$ cat config.mk
export PLATFORM = sky130hd
export DESIGN_NAME = imm_ext_pipe
export DESIGN_NICKNAME = d
export VERILOG_FILES = /design/src/rtl/imm_ext_pipe_pkg.sv /design/src/rtl/imm_ext_pipe_core.sv /design/src/rtl/imm_ext_pipe.sv
export SDC_FILE = /design/constraint.sdc
export NUM_CORES = 1
export LEC_CHECK = 0
export BUFFER_PORTS_ARGS = -buffer_cell sky130_fd_sc_hd__clkbuf_2
export CAP_MARGIN = 20
export CORE_UTILIZATION = 45
export DETAILED_ROUTE_END_ITERATION = 6
export GPL_TIMING_DRIVEN = 0
export PLACE_DENSITY = 0.66
export REMOVE_ABC_BUFFERS = 1
export SYNTH_ARGS = -nofsm -noshare
export SYNTH_HDL_FRONTEND = slang
export SYNTH_SLANG_ARGS = --single-unit
$ cat constraint.sdc
create_clock -name clk -period 4.85 [get_ports clk]
set_clock_uncertainty 0.05 [all_clocks]
set_input_delay 0.2425 -clock clk [delete_from_list [all_inputs] [get_ports clk]]
set_output_delay 0.2425 -clock clk [all_outputs]
set_load 0.005 [all_outputs]
$ cat src/rtl/imm_ext_pipe_pkg.sv
// Shared opcode constants and immediate extension modes
// for the decode-stage immediate extender.
package imm_ext_pipe_pkg;

  typedef enum logic [1:0] {
    IMM_SIGN   = 2'd0,
    IMM_ZERO   = 2'd1,
    IMM_UPPER  = 2'd2,
    IMM_BRANCH = 2'd3
  } imm_mode_e;

  localparam logic [5:0] OP_REGIMM = 6'b000001;
  localparam logic [5:0] OP_BEQ    = 6'b000100;
  localparam logic [5:0] OP_BNE    = 6'b000101;
  localparam logic [5:0] OP_BLEZ   = 6'b000110;
  localparam logic [5:0] OP_BGTZ   = 6'b000111;
  localparam logic [5:0] OP_ADDI   = 6'b001000;
  localparam logic [5:0] OP_ADDIU  = 6'b001001;
  localparam logic [5:0] OP_SLTI   = 6'b001010;
  localparam logic [5:0] OP_SLTIU  = 6'b001011;
  localparam logic [5:0] OP_ANDI   = 6'b001100;
  localparam logic [5:0] OP_ORI    = 6'b001101;
  localparam logic [5:0] OP_XORI   = 6'b001110;
  localparam logic [5:0] OP_LUI    = 6'b001111;
  localparam logic [5:0] OP_LW     = 6'b100011;
  localparam logic [5:0] OP_SW     = 6'b101011;

endpackage

$ cat src/rtl/imm_ext_pipe_core.sv
// Combinational opcode-to-mode decode and immediate extension.
// Usable unregistered by decode as well as ahead of the skid buffer.
module imm_ext_core
  import imm_ext_pipe_pkg::*;
#(
  parameter int IMM_W  = 16,
  parameter int DATA_W = 32,
  parameter int OP_W   = 6
) (
  input  logic [OP_W-1:0]   op_i,
  input  logic [IMM_W-1:0]  imm_i,
  output imm_mode_e         mode_o,
  output logic [DATA_W-1:0] ext_o
);

  logic [5:0]        op6;
  logic              is_zero;
  logic              is_upper;
  logic              is_branch;
  logic [DATA_W-1:0] sext;
  logic [DATA_W-1:0] zext;
  logic [DATA_W-1:0] uext;

  assign op6 = 6'(op_i);

  assign is_zero = (op6 == OP_ANDI) ||
                   (op6 == OP_ORI)  ||
                   (op6 == OP_XORI);

  assign is_upper = (op6 == OP_LUI);

  assign is_branch = (op6 == OP_BEQ)  ||
                     (op6 == OP_BNE)  ||
                     (op6 == OP_BGTZ) ||
                     (op6 == OP_BLEZ) ||
                     (op6 == OP_REGIMM);

  assign sext = {{(DATA_W-IMM_W){imm_i[IMM_W-1]}}, imm_i};
  assign zext = {{(DATA_W-IMM_W){1'b0}}, imm_i};
  assign uext = {imm_i, {(DATA_W-IMM_W){1'b0}}};

  always_comb begin
    mode_o = IMM_SIGN;
    unique case (1'b1)
      is_zero:   mode_o = IMM_ZERO;
      is_upper:  mode_o = IMM_UPPER;
      is_branch: mode_o = IMM_BRANCH;
      default:   mode_o = IMM_SIGN;
    endcase
  end

  always_comb begin
    ext_o = sext;
    unique case (mode_o)
      IMM_ZERO:   ext_o = zext;
      IMM_UPPER:  ext_o = uext;
      IMM_BRANCH: ext_o = sext << 2;
      default:    ext_o = sext;
    endcase
  end

endmodule

$ cat src/rtl/imm_ext_pipe.sv
// Registered immediate extender with a 2-entry skid buffer,
// flush support and valid/ready handshakes on both sides.
module imm_ext_pipe
  import imm_ext_pipe_pkg::*;
#(
  parameter int IMM_W  = 16,
  parameter int DATA_W = 32,
  parameter int OP_W   = 6,
  parameter int TAG_W  = 8
) (
  input  logic              clk,
  input  logic              rst,
  input  logic              flush,
  input  logic              in_valid,
  output logic              in_ready,
  input  logic [IMM_W-1:0]  in_imm,
  input  logic [OP_W-1:0]   in_op,
  input  logic [TAG_W-1:0]  in_tag,
  output logic              out_valid,
  input  logic              out_ready,
  output logic [DATA_W-1:0] out_imm,
  output logic [1:0]        out_mode,
  output logic [TAG_W-1:0]  out_tag
);

  imm_mode_e         new_mode;
  logic [DATA_W-1:0] new_imm;

  logic              m_valid_q, m_valid_d;
  logic [DATA_W-1:0] m_imm_q,   m_imm_d;
  imm_mode_e         m_mode_q,  m_mode_d;
  logic [TAG_W-1:0]  m_tag_q,   m_tag_d;

  logic              s_valid_q, s_valid_d;
  logic [DATA_W-1:0] s_imm_q,   s_imm_d;
  imm_mode_e         s_mode_q,  s_mode_d;
  logic [TAG_W-1:0]  s_tag_q,   s_tag_d;

  logic accept;
  logic emit;

  imm_ext_core #(
    .IMM_W  (IMM_W),
    .DATA_W (DATA_W),
    .OP_W   (OP_W)
  ) u_core (
    .op_i   (in_op),
    .imm_i  (in_imm),
    .mode_o (new_mode),
    .ext_o  (new_imm)
  );

  // Ready depends only on skid occupancy, never on out_ready.
  assign in_ready = !s_valid_q && !rst;
  assign accept   = in_valid && in_ready;
  assign emit     = m_valid_q && out_ready;

  always_comb begin
    m_valid_d = m_valid_q;
    m_imm_d   = m_imm_q;
    m_mode_d  = m_mode_q;
    m_tag_d   = m_tag_q;
    s_valid_d = s_valid_q;
    s_imm_d   = s_imm_q;
    s_mode_d  = s_mode_q;
    s_tag_d   = s_tag_q;
    if (flush) begin
      m_valid_d = 1'b0;
      s_valid_d = 1'b0;
    end else if (accept && (!m_valid_q || emit)) begin
      m_valid_d = 1'b1;
      m_imm_d   = new_imm;
      m_mode_d  = new_mode;
      m_tag_d   = in_tag;
    end else if (accept) begin
      s_valid_d = 1'b1;
      s_imm_d   = new_imm;
      s_mode_d  = new_mode;
      s_tag_d   = in_tag;
    end else if (emit && s_valid_q) begin
      m_valid_d = 1'b1;
      m_imm_d   = s_imm_q;
      m_mode_d  = s_mode_q;
      m_tag_d   = s_tag_q;
      s_valid_d = 1'b0;
    end else if (emit) begin
      m_valid_d = 1'b0;
    end
  end

  always_ff @(posedge clk) begin
    if (rst) begin
      m_valid_q <= 1'b0;
      m_imm_q   <= '0;
      m_mode_q  <= IMM_SIGN;
      m_tag_q   <= '0;
      s_valid_q <= 1'b0;
      s_imm_q   <= '0;
      s_mode_q  <= IMM_SIGN;
      s_tag_q   <= '0;
    end else begin
      m_valid_q <= m_valid_d;
      m_imm_q   <= m_imm_d;
      m_mode_q  <= m_mode_d;
      m_tag_q   <= m_tag_d;
      s_valid_q <= s_valid_d;
      s_imm_q   <= s_imm_d;
      s_mode_q  <= s_mode_d;
      s_tag_q   <= s_tag_d;
    end
  end

  assign out_valid = m_valid_q;
  assign out_imm   = m_imm_q;
  assign out_mode  = m_mode_q;
  assign out_tag   = m_tag_q;

endmodule

Word level (Yosys, flattened, before mapping)
Index checks and enable logic that the tools add are counted.
{"block": "word_totals", "word_cells": 63, "in_bits": 35, "reg_bits": 86}
{"block": "classes", "n_bitwise": 2, "eq_ne": 13, "mux": 17, "n_reduce_logical": 23}
{"operator": "$mux W32", "n": 3}
{"operator": "$pmux W32 S3", "n": 1}
{"operator": "$eq A6 B3 Y1 const B", "n": 4}
{"operator": "$eq A6 B4 Y1 const B", "n": 4}
{"operator": "$mux W8", "n": 3}
{"operator": "$logic_or A1 B1 Y1", "n": 7}
{"operator": "$eq A6 B1 Y1 const B", "n": 1}
{"operator": "$mux W1", "n": 6}
{"operator": "$mux W2", "n": 3}
{"operator": "$pmux W2 S3", "n": 1}
{"operator": "$reduce_and A3 Y1", "n": 2}
{"operator": "$logic_and A1 B1 Y1", "n": 5}
{"operator": "$eq A2 B2 Y1 const B", "n": 2}
{"operator": "$reduce_and A2 Y1", "n": 2}
{"operator": "$reduce_bool A2 Y1", "n": 2}
{"operator": "$logic_not A1 Y1", "n": 3}
{"operator": "$reduce_bool A3 Y1", "n": 1}
{"operator": "$eq A2 B1 Y1 const B", "n": 1}
{"operator": "$ne A2 B1 Y1 const B", "n": 1}
{"operator": "$not A1 Y1", "n": 2}
{"operator": "$reduce_or A2 Y1", "n": 1}

Longest topological paths before layout
Gate-level depths: netlist (run 1).
{"block": "depth", "word_depth": 9, "depth_mapped": 7}

By module
A second synthesis (run 1) with hierarchy kept.
{"block": "hier_totals", "hier_cells": 481, "area_unflattened_um2": 4111.4}
{"mod": "imm_ext_pipe", "cells_per_inst": 395, "seq_area_each_um2": 1721.7, "instances": 1, "area_per_inst_um2": 3524.6}
{"mod": "imm_ext_core", "cells_per_inst": 86, "seq_area_each_um2": 0.0, "instances": 1, "area_per_inst_um2": 586.8}

Worst setup path after synthesis (run 1)
OpenSTA, ideal clock, no wires.
{"block": "synth_path", "path_kind": "reg-to-reg", "startpoint": "register s_valid_q", "endpoint": "register m_imm_q[10] (netlist: out_imm[10])", "arrival_ns": 1.661, "required_ns": 4.667, "period_less_slack_ns": 1.844, "path_stages_with_launch": 7, "n_path_buf": 2, "slack_ns": 3.006, "setup_ns": 0.133, "path_cell_list": "dfxtp_1 -> buf_2 -> or3b_4 -> a211o_1 -> nor2_1 -> buf_2 -> a311oi_1"}
{"block": "synth_via", "elab_chain_cells": 6, "word_cells_on_any_way": 9}
{"item": "start: declaration", "line": "imm_ext_pipe.sv:34", "source": "logic s_valid_q, s_valid_d;"}
{"item": "start signal: assignment", "line": "imm_ext_pipe.sv:106", "source": "s_valid_q <= s_valid_d;"}
{"item": "$logic_not A1 Y1", "line": "imm_ext_pipe.sv:54", "source": "assign in_ready = !s_valid_q && !rst;"}
{"item": "$logic_and A1 B1 Y1", "line": "imm_ext_pipe.sv:54"}
{"item": "$logic_and A1 B1 Y1", "line": "imm_ext_pipe.sv:55", "source": "assign accept = in_valid && in_ready;"}
{"item": "$logic_and A1 B1 Y1", "line": "imm_ext_pipe.sv:70", "source": "end else if (accept && (!m_valid_q || emit)) begin"}
{"item": "$ne A2 B1 Y1 (no line) / $reduce_bool A2 Y1 (equally long branches)"}
{"item": "$reduce_and A3 Y1 (no line)"}
{"item": "end signal: assignment", "line": "imm_ext_pipe.sv:103", "source": "m_imm_q <= m_imm_d;"}
{"item": "end: declaration", "line": "imm_ext_pipe.sv:30", "source": "logic [DATA_W-1:0] m_imm_q, m_imm_d;"}
Several ways; a longest one is shown, not always the timed one.
A chain may end at the register's enable or synchronous reset.

Final worst setup path (run 1)
{"block": "layout_path", "startpoint": "register s_valid_q", "endpoint": "register m_imm_q[4] (netlist: out_imm[4])"}
Same word-level chain as after synthesis.

==> metrics, run 1 <==
status=complete, no violations; worst skew pair latency=0.35 ns; CTS HTree Levels=3; Routed WL=9.65 mm; final worst slack=1.92 ns; max_cap viols=0; initial antenna violation count=0; CP max stage delay=0.93 ns; Util after Layout=54.7%; Cell Int Power=1.02 mW; GRT Util Overall=22.6%; final period utilization=60.4%; worst slew pin tran=1.10 ns; first-pass GRT wire length=15.9 mm; worst path bufs/invs=0; Worst R2R Setup Slack=1.92 ns; CTS Hold Bufs=0; final setup fails=0; Synth warnings=0; die area=9020 um2; via count=3,589; starting DRC count in detailed routing=192; Gate Count Post-Synth=475; clk buf depth=2; Hold Vio Cnt, Final=0; Combinational Power Share=10.0%; diode count=0; HP Class=input pin to flip-flop; Post-Syn Area=3890 um2; vias per inst=5.60; CTS sink cnt=86; CP Data Required Time=4.98 ns; post-place setup slack=1.17 ns; P&R area growth vs syn=16.6%; Max Slew Vio Count=0; Crit path max-delay family=simple AND/OR/NAND/NOR gates; fillers=821; hold path start=in_tag[7]; Cell Chain, Critical Path=or3b_4 -> a211o_1 -> nor2_1 -> a311oi_1; post-CTS setup buffers=0; Clock transition at path regs=0.09 ns; kind of critical path=flip-flop to flip-flop; element type at the critical path start=flip-flop; row count=33; Power, Total=1.37 mW; Net Sw Power=0.348 mW; Worst Setup End Kind=flip-flop; peak supply drop=0.160 mV; DRT antenna net count=0; Placeable Area=8300 um2; layout cell share with drive strength beyond 1=20.5%; Netlist cell types=37; Starting Density=46.9%; largest net degree at the start of global routing=79; Die H=95.0 um; Final GP Congestion=0.811; post-placement cell area=4330 um2; crit path DAT=3.06 ns; cell area after layout=4540 um2; worst r2r src=s_valid_q; Reg power frac=53.0%; Yosys reg bits=86; Pleak=1.70 nW; post-detail-place hpwl=6.58 mm; Slew HR=26.6%; post-synthesis sequential area ratio=44.2%; vias in the first global route=3,327; clock network power share=37.0%; Port Buffers=78; Net Sw Frac=25.4%; drt drc=0; Hold Worst Slack=0.0694 ns; Die Wd=95.0 um; RSZ-0062 raised after global routing=false; Overflow after GRT=0; CTS Buf Count=9; DR WL/cell=15.0 um; Critical Path Source=s_valid_q; Final #Nets=566; fmax=342 MHz; CP max-delay cell=nor2_1; clk root buf=clkbuf_8; Synth Area per Inst=8.19 um2; CTS tree=yes; PostCTS Resize Cnt=0; Pwr per Cell Area=301 nW/um2; I/O pin count=79; Tmin final=2.93 ns; crit-path max FO=22; DR pass1 iterations=4
-- worst reg2reg max path, cell delays in order, from the launching register on --
cell and delay [ns]:
dfxtp_1 0.39, or3b_4 0.58, a211o_1 0.60, nor2_1 0.94, a311oi_1 0.22
-- registers in the layout, indices dropped and copies added (netlist names) --
signal,cells
out_imm,32
out_mode,2
out_tag,8
out_valid,1
s_imm_q,32
s_mode_q,2
s_tag_q,8
s_valid_q,1
-- layout by cell type, fill, tap and decap left out, drive strengths merged, types with 2 or more instances in the layout --
cell / n
a211o: 5
a211oi: 6
a21oi: 34
a311oi: 37
and2: 2
buf: 7
clkbuf: 88
clkinv: 4
dfxtp: 86
inv: 18
mux2i: 16
nand2: 72
nand2b: 18
nor2: 59
nor3: 32
nor3b: 2
o211ai: 4
o21ai: 16
o221ai: 15
-- cells by family (layout without fill, tap and decap cells) --
logic type,Yosys count,in the layout,share of synthesized area [%]
flops,86,86,44.2
mux,16,16,4.12
buf+inv,58,119,6.56
compound gates,123,123,23.0
simple gates,192,192,22.1
-- synth_stat cells (all sizes together) --
cell type / instances / area share [%]
a2111oi: 1 / 0.23
a211o: 5 / 1.1
a211oi: 6 / 1.6
a21bo: 1 / 0.26
a21oi: 34 / 4.4
a311oi: 37 / 8.3
a31oi: 1 / 0.16
and2: 2 / 0.32
buf: 16 / 2.5
clkbuf: 24 / 2.3
dfxtp: 86 / 44
inv: 18 / 1.7
mux2i: 16 / 4.1
nand2: 72 / 6.9
nand2b: 18 / 2.9
nand4bb: 1 / 0.29
nor2: 59 / 5.8
nor2b: 1 / 0.16
nor3: 32 / 4.1
nor3b: 2 / 0.51
nor4b: 1 / 0.23
nor4bb: 1 / 0.26
o211ai: 4 / 0.77
o21ai: 16 / 2.1
o21ba: 1 / 0.26
o21bai: 1 / 0.19
o221ai: 15 / 3.4
o311a: 1 / 0.26
or2: 1 / 0.16
or3: 1 / 0.16
or3b: 1 / 0.29
-- power by group through the flow --
| stage | Sequential (mW) | Clock [mW] | Combinational (mW) |
|---|---|---|---|
| floorplan | 0.742 | 0 | 0.0657 |
| global placement | 0.741 | 0 | 0.128 |
| detailed placement | 0.742 | 0 | 0.136 |
| CTS | 0.725 | 0.515 | 0.137 |
| global route | 0.727 | 0.541 | 0.153 |
| finish | 0.725 | 0.505 | 0.137 |
-- per-stage QoR --
| stage | setup TNS, ns | instances |
|---|---|---|
| 3_3_place_gp | -0.111 | 618 |
| 5_1_grt | 0 | 641 |
| 3_5_place_dp | 0 | 624 |
| 4_1_cts | 0 | 640 |
| 6_report | 0 | 641 |
| 2_1_floorplan | 0 | 435 |
-- metal layers --
layer | GRT usage, % | wire (um) | up-vias
met4 | 7.95 | 108 | 0
met1 | 31.0 | 4360 | 1679
met3 | 4.11 | 500 | 9
met2 | 35.4 | 4680 | 100
met5 | 0 | 0 | -
li1 | - | - | 1801
-- worst paths after layout --
kind         cells past startpoint           to
min reg2reg                      2  out_imm[20]
min                              3   s_tag_q[7]
max                              4   out_imm[4]
max reg2reg                      4   out_imm[4]
-- area by class of cell --
type,instances,area [um2],area share (%)
multi-input cells,331,1920,42.2
flip-flops and latches,86,1720,38.0
repair buffers,85,500,11.0
clock buffers,10,138,3.03
well taps,105,131,2.90
inverters,18,67.6,1.49
clock inverters,6,61.3,1.35
Note: power is estimated with default switching activity, not from simulation.
==> run 2: changes to the inputs <==
PLACE_DENSITY = 0.69   (was 0.66)
clock period = 2.6 ns   (was 4.85 ns; I/O delays follow)
==> metrics, run 2 (synthesized netlist as in run 1, its figures left out) <==
status=complete, no violations; CTS tree=yes; DR WL/cell=15.5 um; diode count=0; Routed WL=10.2 mm; worst slew pin tran=0.841 ns; most frequent cells in the layout=dfxtp_1 (86), clkbuf_2 (77), nand2_1 (72), nor2_1 (57), a311oi_1 (37); Worst Setup End Kind=flip-flop; drt drc=0; post-route insts no fill=658; Slew HR=43.9%; Overflow after GRT=0; GRT Util Overall=23.6%; Pwr per Cell Area=543 nW/um2; Max Slew Vio Count=0; DR pass1 iterations=5; Port Buffers=78; element type at the critical path start=flip-flop; fmax=441 MHz; Clock transition at path regs=0.09 ns; worst skew pair latency=0.36 ns; die area=9020 um2; I/O pin count=79; first-pass GRT wire length=16.6 mm; Util after Layout=57.2%; DRT antenna net count=0; crit-path max FO=22; CP Data Required Time=2.78 ns; post-placement cell area=4350 um2; Die Wd=95.0 um; Final #Nets=583; max_cap viols=0; final period utilization=87.3%; clk buf depth=2; layout cell share with drive strength beyond 1=21.3%; peak supply drop=0.268 mV; post-detail-place hpwl=6.58 mm; crit path DAT=2.45 ns; Tmin final=2.27 ns; HP Class=input pin to flip-flop; via count=3,724; Final GP Congestion=0.802; vias per inst=5.66; CTS sink cnt=86; CTS HTree Levels=3; CTS Buf Count=9; row count=33; initial antenna violation count=0; largest net degree at the start of global routing=91; Hold Vio Cnt, Final=0; clk root buf=clkbuf_8; kind of critical path=flip-flop to flip-flop; Starting Density=46.9%; starting DRC count in detailed routing=194; worst r2r path cells=4; P&R area growth vs syn=22.1%; Placeable Area=8300 um2; Final TNS setup=0 ns; most common cell after layout, fill and taps aside=dfxtp_1; Die H=95.0 um; vias in the first global route=3,416; DP Cell Count=624; final setup fails=0; Pleak=1.79 nW; hold depth=3; cell area after layout=4750 um2; RSZ-0062 raised after global routing=false
[run 2: changes by cell type in the layout (fill, tap and decap cells not counted), moves of 2 or more]
cell           previous run  this run
buf_12                    1         3
buf_16                    1         3
buf_4                     1         6
buf_8                     2         0
dlygate4sd3_1             0        11
[run 2: cell type report]
cell class                 instances  area, um2
clock inverter                     7       73.8
clock buffer                       9        124
inverter                          18       67.6
sequential                        86       1720
tap                              105        131
timing repair buffer             102        702
multi-input combinational        331       1930
fill                             792       3550
[run 2: stage by stage]
step	power, mW	hold slack [ns]	setup WS (ns)
final	2.58	0.0158	0.331
after global routing	2.70	0.0203	0.167
after CTS	2.59	0.00887	0.0648
after detailed placement	1.64	0.324	-0.939
after global placement	1.62	0.319	-2.14
after floorplan	1.51	0.149	-0.195
[run 2: per-layer routing]
metal	part of all wire, %	global-route usage, %	wire (um)	vias up
li1	-	-	-	1841
met1	45	31.0	4530	1790
met2	50	38.7	5070	87
met3	4.7	4.27	483	6
met4	0.80	8.33	81	0
met5	0	0	0	-
[run 2: timing repair]
item,in CTS,in global routing
pin swaps,0,2
resized for setup,3,1
buffers inserted,0,5
endpoints found under the hold margin,18,0
hold buffers,11,0
endpoints found under the setup margin,30,22
[run 2: worst max-delay path, cell delays in order, from the launching register on]
cell	delay (ns)
dfxtp_1	0.41
or3b_4	0.58
a211o_2	0.53
nor2_4	0.40
a311oi_1	0.16
[run 2: final timing paths]
| path | slack, ns | start | to |
|---|---|---|---|
| max reg2reg | 0.33 | s_valid_q | out_imm[11] |
| min reg2reg | 0.41 | out_imm[20] | out_imm[20] |
| min | 0.02 | in_valid | out_valid |
| max | 0.33 | s_valid_q | out_imm[11] |
[run 2: power by group]
| group | internal (mW) | switching [mW] | total, mW | leakage, nW |
|---|---|---|---|---|
| Sequential | 1.34 | 0.0129 | 1.35 | 0.695 |
| Clock | 0.447 | 0.496 | 0.942 | 0.0996 |
| Combinational | 0.117 | 0.168 | 0.285 | 0.995 |
==> run 3: changes to the inputs <==
SYNTH_HIERARCHICAL = 1   (was unset)
==> metrics, run 3 <==
post-place setup slack=-0.323 ns; Top FF cell, synth=dfxtp_1; Tmin final=2.39 ns; Pwr per Cell Area=543 nW/um2; HP Class=input pin to flip-flop; Post-synth EDFFs=0; Final GP Congestion=0.875; clock network power share=34.8%; clk root buf=clkbuf_8; max_cap viols=0; Util after Layout=55.3%; Synth warnings=6; share of the synthesized area in the top cell type=41.9%; Hold Worst Slack=0.0105 ns; largest family of logic cells by synthesized area=compound AO/OA/AOI/OAI gates; Overflow after GRT=0; status=complete, no violations; diode count=0; CTS tree=yes; fillers=793; register area=1720 um2; Die Wd=97.6 um; Yosys reg bits=86; fmax=418 MHz; clk buf depth=2; Clock transition at path regs=0.10 ns; DR pass1 iterations=5; post-detail-place hpwl=6.95 mm; Hold Vio Cnt, Final=0; Gate Count Post-Synth=481; Post-synth ARST share=0%; via count=3,753; kind of critical path=flip-flop to flip-flop; largest net degree at the start of global routing=71; Net Sw Power=0.759 mW; Routed WL=10.7 mm; Pleak=1.85 nW; Final #Nets=572; top-count cell post-synth=a21oi_1; Placeable Area=8760 um2; GRT Util Overall=22.8%; Slew HR=29.7%; crit path DAT=2.60 ns; final worst slack=0.210 ns; element type at the critical path start=flip-flop; Die H=97.6 um; Worst Setup End Kind=flip-flop; DRT antenna net count=0; Post-Syn Area=4110 um2; final setup fails=0; Port Buffers=78; CP Data Required Time=2.81 ns; cell taking the most area after synthesis=dfxtp_1; I/O pin count=79; row count=34; initial antenna violation count=0; Compound-Gate Fraction of Synth Area=37.1%; worst slew pin tran=1.05 ns; mux cell area share after synthesis=0%; commonest cells in the synthesized netlist=a21oi_1 (89), dfxtp_1 (86), inv_1 (57), nand3_1 (43), o221a_2 (37); post-synthesis sequential area ratio=41.9%; worst skew pair latency=0.36 ns; layout cell share with drive strength beyond 1=28.0%; Starting Density=46.9%; crit-path max FO=42; CTS HTree Levels=3; Synth Area in XOR/XNOR=0%; Multi-input gate area=1950 um2; Synth Area per Inst=8.55 um2; Max Slew Vio Count=0; Adder-Cell Fraction of Synth Area=0%; die area=9520 um2; peak supply drop=0.236 mV; Net Sw Frac=28.8%; post-CTS setup buffers=0; Combinational Power Share=12.8%; drt drc=0; most common cell after layout, fill and taps aside=a21oi_1; most frequent cells in the layout=a21oi_1 (89), dfxtp_1 (86), clkbuf_2 (77), inv_1 (57), nand3_1 (43); vias per inst=5.77; DR WL/cell=16.5 um; Simple-Gate Fraction of Synth Area=9.86%; Reg power frac=52.4%; top cells by area, synth=dfxtp_1 (42%), a21oi_1 (11%), o221a_2 (10%); final period utilization=91.9%; first-pass GRT wire length=17.7 mm; Power, Total=2.63 mW; vias in the first global route=3,516; starting DRC count in detailed routing=303; CTS Buf Count=9; CTS sink cnt=86; Cell Int Power=1.87 mW; RSZ-0062 raised after global routing=false; P&R area growth vs syn=17.8%; Netlist cell types=35; Final TNS setup=0 ns
==> run 3: cell count changes in the layout (fill, tap and decap cells not counted), moves of 15 or more <==
cell,change
nand2_1,-69
nor2_1,-56
a21oi_1,+55
nand3_1,+43
inv_1,+39
a311oi_1,-37
o221a_2,+37
nor3_1,-31
mux2i_1,-16
nand2b_1,-16
a21o_1,+15
o221ai_1,-15
==> run 3: area by class of cell <==
cell class,count,share of cell area [%]
Multi-Input combinational cell,289,40.2
Sequential cell,86,35.5
Timing Repair Buffer,94,13.1
Inverter,57,4.42
Tap cell,108,2.79
Clock buffer,9,2.56
Clock inverter,7,1.34
==> run 3: worst paths after layout <==
kind                             startpoint          end  slack (ns)  depth (start not counted)
worst max-delay path              s_valid_q   out_tag[7]        0.21                          3
worst min-delay path              out_ready    s_valid_q        0.01                          2
worst max register to register    s_valid_q   out_tag[7]        0.21                          3
worst min register to register  s_imm_q[23]  s_imm_q[23]        0.43                          2
==> run 3: per-stage QoR <==
step,cells,cell area [um2]
floorplan,432,3860
global placement,618,4390
detailed placement,625,4560
CTS,650,4840
global route,650,4840
finish,650,4840
==> run 3: critical path, cell delays in order (launching register included) <==
cell,delay [ns]
dfxtp_1,0.41
nor4b_4,0.88
nand2_4,0.49
o221a_2,0.44
==> run 3: repair_timing <==
item / in CTS / in global routing
resized for setup: 1 / 0
hold endpoints to repair: 12 / 0
hold buffers: 9 / 0
endpoints found under the setup margin: 42 / 0
==> run 3: kinds of logic after synthesis <==
group / after synthesis
AO/OA/AOI/OAI: 222
AND/OR/NAND/NOR: 67
flip-flops: 86
buffers and inverters: 106
==> run 3: power groups by stage <==
stage / logic [mW] / clock network, mW / registers, mW
final: 0.337 / 0.916 / 1.38
after global routing: 0.369 / 0.990 / 1.38
after CTS: 0.336 / 0.939 / 1.38
after detailed placement: 0.324 / 0 / 1.41
after global placement: 0.299 / 0 / 1.41
after floorplan: 0.152 / 0 / 1.41
==> run 3: routing by layer <==
metal / global-route usage, % / share of wire [%] / vias to the layer above
li1: - / - / 1870
met1: 30.3 / 45 / 1777
met2: 37.8 / 49 / 98
met3: 3.88 / 4.7 / 8
met4: 7.24 / 0.85 / 0
met5: 0 / 0 / -
